--- src/rtl/mips_pkg.sv ---
// ============================================================================
//  Module      : mips_pkg
//  Description : Shared op codes, state encoding and width for muldiv_hilo.
//  Revision    : 1.0
// ============================================================================
`default_nettype none

package mips_pkg;

    localparam int MD_WIDTH = 32;

    localparam logic [2:0] MD_MULT  = 3'd0;
    localparam logic [2:0] MD_MULTU = 3'd1;
    localparam logic [2:0] MD_DIV   = 3'd2;
    localparam logic [2:0] MD_DIVU  = 3'd3;
    localparam logic [2:0] MD_MTHI  = 3'd4;
    localparam logic [2:0] MD_MTLO  = 3'd5;

    typedef enum logic [1:0] {
        MD_IDLE = 2'd0,
        MD_CALC = 2'd1,
        MD_FIX  = 2'd2
    } md_state_t;

endpackage

`default_nettype wire

--- src/rtl/muldiv_step.sv ---
// ============================================================================
//  Module      : muldiv_step
//  Description : One shift-add multiply or restoring shift-subtract divide step.
//  Revision    : 1.0
// ============================================================================
`default_nettype none

module muldiv_step #(
    parameter int WIDTH = 32
) (
    input  logic             is_mul,
    input  logic [WIDTH-1:0] hi,
    input  logic [WIDTH-1:0] lo,
    input  logic [WIDTH-1:0] opnd,
    output logic [WIDTH-1:0] hi_next,
    output logic [WIDTH-1:0] lo_next
);

    logic [WIDTH:0] sum;
    logic [WIDTH:0] shifted;
    logic [WIDTH:0] diff;

    always_comb begin
        sum     = {1'b0, hi} + (lo[0] ? {1'b0, opnd} : '0);
        shifted = {hi, lo[WIDTH-1]};
        diff    = shifted - {1'b0, opnd};
        hi_next = '0;
        lo_next = '0;
        if (is_mul) begin
            // multiplier bits are consumed from lo while product bits shift in on top
            hi_next = sum[WIDTH:1];
            lo_next = {sum[0], lo[WIDTH-1:1]};
        end else if (!diff[WIDTH]) begin
            hi_next = diff[WIDTH-1:0];
            lo_next = {lo[WIDTH-2:0], 1'b1};
        end else begin
            hi_next = shifted[WIDTH-1:0];
            lo_next = {lo[WIDTH-2:0], 1'b0};
        end
    end

endmodule

`default_nettype wire

--- src/rtl/muldiv_hilo.sv ---
// ============================================================================
//  Module      : muldiv_hilo
//  Description : Iterative MULT/MULTU/DIV/DIVU unit owning the HI/LO registers.
//  Revision    : 1.0
// ============================================================================
`default_nettype none

module muldiv_hilo
    import mips_pkg::*;
#(
    parameter int WIDTH = MD_WIDTH,
    parameter int CNT_W = 5
) (
    input  logic             iClk,
    input  logic             iRst_n,
    input  logic             iStart,
    input  logic [2:0]       iOp,
    input  logic [WIDTH-1:0] iRs,
    input  logic [WIDTH-1:0] iRt,
    input  logic             iAbort,
    output logic             oBusy,
    output logic [WIDTH-1:0] oHi,
    output logic [WIDTH-1:0] oLo
);

    md_state_t          state, next_state;
    logic [CNT_W-1:0]   count;
    logic [WIDTH-1:0]   acc_hi, acc_lo, opnd;
    logic               is_div, neg_q, neg_r, div_zero;

    logic               op_signed, rs_neg, rt_neg;
    logic [WIDTH-1:0]   rs_mag, rt_mag;
    logic [WIDTH-1:0]   step_hi, step_lo;
    logic [2*WIDTH-1:0] prod_fix;
    logic [WIDTH-1:0]   quo_fix, rem_fix;

    always_comb begin
        op_signed = (iOp == MD_MULT) || (iOp == MD_DIV);
        rs_neg    = op_signed & iRs[WIDTH-1];
        rt_neg    = op_signed & iRt[WIDTH-1];
        rs_mag    = rs_neg ? (~iRs + WIDTH'(1)) : iRs;
        rt_mag    = rt_neg ? (~iRt + WIDTH'(1)) : iRt;
        prod_fix  = neg_q ? (~{acc_hi, acc_lo} + (2*WIDTH)'(1)) : {acc_hi, acc_lo};
        quo_fix   = neg_q ? (~acc_lo + WIDTH'(1)) : acc_lo;
        rem_fix   = neg_r ? (~acc_hi + WIDTH'(1)) : acc_hi;
    end

    muldiv_step #(.WIDTH(WIDTH)) u_step (
        .is_mul  (~is_div),
        .hi      (acc_hi),
        .lo      (acc_lo),
        .opnd    (opnd),
        .hi_next (step_hi),
        .lo_next (step_lo)
    );

    always_comb begin
        next_state = state;
        case (state)
            MD_IDLE: if (iStart && (iOp <= MD_DIVU)) next_state = MD_CALC;
            MD_CALC: begin
                if (iAbort)                            next_state = MD_IDLE;
                else if (count == CNT_W'(WIDTH - 1))   next_state = MD_FIX;
            end
            MD_FIX:  next_state = MD_IDLE;
            default: next_state = MD_IDLE;
        endcase
    end

    assign oBusy = (state != MD_IDLE);

    always_ff @(posedge iClk or negedge iRst_n) begin
        if (!iRst_n) begin
            state    <= MD_IDLE;
            count    <= '0;
            acc_hi   <= '0;
            acc_lo   <= '0;
            opnd     <= '0;
            is_div   <= 1'b0;
            neg_q    <= 1'b0;
            neg_r    <= 1'b0;
            div_zero <= 1'b0;
            oHi      <= '0;
            oLo      <= '0;
        end else begin
            state <= next_state;
            case (state)
                MD_IDLE: if (iStart) begin
                    case (iOp)
                        MD_MTHI: oHi <= iRs;
                        MD_MTLO: oLo <= iRs;
                        MD_MULT, MD_MULTU: begin
                            is_div <= 1'b0;
                            acc_hi <= '0;
                            acc_lo <= rt_mag;
                            opnd   <= rs_mag;
                            neg_q  <= rs_neg ^ rt_neg;
                            count  <= '0;
                        end
                        MD_DIV, MD_DIVU: begin
                            is_div   <= 1'b1;
                            acc_hi   <= '0;
                            acc_lo   <= rs_mag;
                            opnd     <= rt_mag;
                            neg_q    <= rs_neg ^ rt_neg;
                            neg_r    <= rs_neg;
                            div_zero <= (iRt == '0);
                            count    <= '0;
                        end
                        default: ;
                    endcase
                end
                MD_CALC: if (!iAbort) begin
                    acc_hi <= step_hi;
                    acc_lo <= step_lo;
                    count  <= count + CNT_W'(1);
                end
                MD_FIX: if (!iAbort) begin
                    if (!is_div) begin
                        oHi <= prod_fix[2*WIDTH-1:WIDTH];
                        oLo <= prod_fix[WIDTH-1:0];
                    end else begin
                        // a zero divisor leaves |rs| as remainder, so HI comes back as rs
                        oHi <= rem_fix;
                        oLo <= div_zero ? '1 : quo_fix;
                    end
                end
                default: ;
            endcase
        end
    end

endmodule

`default_nettype wire

--- config.mk ---
export PLATFORM = sky130hd
export DESIGN_NAME = muldiv_hilo
export DESIGN_NICKNAME = d
export VERILOG_FILES = /design/src/rtl/mips_pkg.sv /design/src/rtl/muldiv_step.sv /design/src/rtl/muldiv_hilo.sv
export SDC_FILE = /design/constraint.sdc
export NUM_CORES = 1
export LEC_CHECK = 0
export CORE_UTILIZATION = 45
export DETAILED_ROUTE_END_ITERATION = 8
export SLEW_MARGIN = 0
export SYNTH_ARGS = -nofsm -noshare
export SYNTH_HDL_FRONTEND = slang
export SYNTH_SLANG_ARGS = --single-unit
--- constraint.sdc ---
create_clock -name iClk -period 4 [get_ports iClk]
set_input_delay 0.6 -clock iClk [delete_from_list [all_inputs] [get_ports iClk]]
set_output_delay 0.6 -clock iClk [all_outputs]
set_load 0.05 [all_outputs]
==> results.py <==
metrics = {
    "clock_tree": {
        "cts_tree": "done",
        "hold_buffers": 0,
        "cts_root_buffer": "clkbuf_16",
        "path_clk_slew_ps": 80,
        "cts_buffers": 17,
        "clkSinkCount": 171,
        "cts_setup_buffers": 0,
        "h-tree-depth": 4,
        "insertion_delay_ps": 470,
        "clk_path_buf_depth": 2,
        "cts.repair.resized": 0,
    },
    "floorplanning": {
        "fp-row-count": 66,
        "fp.coreArea_sq_um": 32700,
        "start_util_pct": 46.0,
        "dieHeight_um": 185,
        "die_w_um": 185,
        "ioPinCount": 136,
        "die_area_sq_um": 34100,
    },
    "synthesis": {
        "ys_ff_latch": 171,
        "synth_cells": 1981,
        "synth_cell_types": 75,
        "synth_edf_count": 0,
        "synth_fp_nets": 2124,
        "ys_top_cells_by_area": "dfrtp_1 (28%), o21ai_0 (6.5%), nand2_1 (5.9%)",
        "synthFlopType": "dfrtp_1",
        "synth_area_per_cell_sq_um": 7.59,
        "ys_seq_area_share_pct": 28.5,
        "syn_area_sq_um": 15000,
        "yosysTopAreaCell": "dfrtp_1",
        "synth_top_area_share_pct": 28.5,
        "async_reset_ff_share_pct": 100,
        "ys_warn_count": 0,
    },
    "final_layout": {
        "instances_no_fill": 2572,
        "drive_gt1_share_pct": 8.36,
        "nNetsFinal": 2261,
        "mostFrequentLayoutCell": "nand2_1",
        "insertedDiodeCount": 0,
        "final_cell_mix": "nand2_1 (235), o21ai_0 (194), nor2_1 (175)",
        "nFillCells": 3205,
        "syn_to_final_growth_pct": 19.7,
    },
    "pwr": {
        "p_switching_mw": 5.67,
        "cellPowerDensity_nw_per_um2": 639,
        "finalPower_mw": 11.5,
        "clkPwrFrac_pct": 15.5,
        "swShare_pct": 49.4,
        "p_int_mw": 5.82,
        "combPwrFrac_pct": 59.9,
        "power_frac_seq_pct": 24.6,
        "ir_worst_vdd_v": 0.000646,
        "cellLeakagePower_nw": 7.63,
    },
    "job": {
        "maxCapViolCount": 0,
    },
    "detailed_routing": {
        "wl_per_cell_um": 23.7,
        "drt_pass1_iterations": 6,
        "ant_nets": 0,
        "vias_per_cell": 6.20,
        "routed_wl_mm": 60.9,
        "drt_iter0_drc": 1706,
        "vias": 15900,
        "drc": 0,
    },
    "timing": {
        "drv_slew": 0,
        "worst_slack_ps": 211,
        "skew_ps": 18.5,
        "fmax_ghz": 0.264,
        "rsz0062_at_grt": "false",
        "min_period_over_period_pct": 94.7,
        "fin_crit_ps": 3790,
        "setup_viol": 0,
        "tightestPinTransition_ps": 1070,
        "hold_viol": 0,
        "maxSlewHeadroom_pct": 28.5,
        "worst_hold_slack_ps": 165,
    },
    "global_routing": {
        "grt_pass1_vias": 14500,
        "grt_max_degree": 77,
        "grt_usage_pct": 35.9,
        "antenna_found_initial": 0,
        "grt_pass1_wl_mm": 90.6,
        "grt-ovfl-total": 0,
    },
    "setup_path": {
        "cp.arrival_ps": 4150,
        "setup.worst_path.end_class": "flip-flop",
        "startpoint_type": "primary input",
        "path_max_fanout": 4,
        "path_class": "in -> reg",
        "cp.required_ps": 4360,
    },
    "placed_design": {
        "dpl.hpwl_mm": 47.5,
        "pre_cts_ws_ps": -130,
        "dp.cells": 2541,
        "finalWeightedCongestion": 0.966,
        "portBuffers": 135,
    },
    "status": {
        "outcome": "completed",
    },
    "worst_hold_path": {
        "hp-class": "in -> async",
    },
}
kinds of logic (layout without fill, tap and decap cells):
group | count (synthesis) | after routing | share of synthesized area, %
XOR/XNOR | 168 | 168 | 9.79
multiplexers | 43 | 43 | 2.88
AO/OA/AOI/OAI | 670 | 670 | 27.4
adder cells (fa/ha/maj) | 72 | 72 | 6.09
buffers and inverters | 198 | 347 | 4.99
AND/OR/NAND/NOR | 659 | 659 | 20.4
flip-flops | 171 | 171 | 28.5
final timing paths:
kind / start / endpoint / slack (ps) / depth (start not counted)
max: iRs[12] / acc_lo[27] / 210 / 11
min: iRst_n / oHi[5] / 170 / 1
max reg2reg: acc_hi[0] / acc_hi[1] / 290 / 14
min reg2reg: oHi[16] / oHi[16] / 480 / 2
max in group asynchronous: iRst_n / acc_lo[20] / 2940 / 2
min in group iClk: oHi[16] / oHi[16] / 480 / 2
power groups by stage:
stage | clock network, mW | registers [mW] | logic, mW
2_1_floorplan | 0 | 3.15 | 4.11
3_3_place_gp | 0 | 2.83 | 6.72
3_5_place_dp | 0 | 2.84 | 6.76
4_1_cts | 1.78 | 2.81 | 6.79
5_1_grt | 1.83 | 2.89 | 7.46
6_report | 1.78 | 2.83 | 6.89
routing by layer:
layer  global-route usage (%)  vias up  wire length, um  share of wire, %
li1                         -     7432                -                 -
met1                     51.1     7660            26900                44
met2                     53.4      746            26100                43
met3                     6.19      101             5510               9.1
met4                     14.5        0             2340               3.8
met5                        0        -                0                 0
stage by stage:
step / utilization (%) / cell area [sq um] / TNS [ps]
6_report: 55.0 / 18000 / 0
5_1_grt: 55.0 / 18000 / 0
3_5_place_dp: 53.3 / 17400 / -363
2_1_floorplan: - / 15000 / 0
4_1_cts: 55.0 / 18000 / 0
3_3_place_gp: 53.3 / 17400 / -344
critical path, cell delays in order:
cell and delay [ps]:
clkdlybuf4s50_1 440, or4_1 580, or3_1 410, nor4_1 540
buf_4 230, nand2_1 100, nor3_2 390, a31oi_1 160
xnor2_1 270, o21ai_0 110, a221o_1 310
final cells by class:
cell class / count / area [sq um] / share of cell area [%]
multi-input cells: 1612 / 10000 / 55.8
flip-flops and latches: 171 / 4280 / 23.8
repair buffers: 252 / 2290 / 12.7
well taps: 442 / 553 / 3.07
clock buffers: 20 / 437 / 2.43
inverters: 64 / 240 / 1.33
clock inverters: 11 / 146 / 0.813
cells in the mapped netlist, types with 4 or more instances:
| cell type | number |
|---|---|
| nand2_1 | 235 |
| o21ai_0 | 194 |
| nor2_1 | 178 |
| a21oi_1 | 173 |
| dfrtp_1 | 171 |
| clkbuf_1 | 118 |
| xnor2_1 | 100 |
| ha_1 | 70 |
| xor2_1 | 68 |
| inv_1 | 63 |
| o211ai_1 | 55 |
| nor3_1 | 50 |
| nand3_1 | 44 |
| mux2i_1 | 41 |
| o22ai_1 | 38 |
| o31ai_1 | 33 |
| a21o_1 | 32 |
| or3_1 | 25 |
| a22oi_1 | 22 |
| a31oi_1 | 21 |
| nand2b_1 | 21 |
| o21a_1 | 19 |
| nor4_1 | 16 |
| a211oi_1 | 14 |
| nand4_1 | 14 |
| or4_1 | 12 |
| and2_1 | 10 |
| buf_1 | 10 |
| and3_1 | 9 |
| or2_2 | 9 |
| a221o_1 | 8 |
| nor2b_1 | 8 |
| o41ai_1 | 8 |
| buf_2 | 5 |
| nor3b_1 | 5 |
| o21bai_1 | 5 |
| o221ai_1 | 5 |
| a211o_1 | 4 |
| a311oi_1 | 4 |
| a32oi_1 | 4 |
| nand3b_1 | 4 |
flip-flops by register name (all words and copies together) (netlist names):
| name | cells |
|---|---|
| acc_lo | 32 |
| acc_hi | 32 |
| opnd | 32 |
| oLo | 32 |
| count | 5 |
| neg_r | 1 |
| oHi | 32 |
| state | 2 |
| neg_q | 1 |
| is_div | 1 |
| div_zero | 1 |
Note: power is estimated with default switching activity, not from simulation.
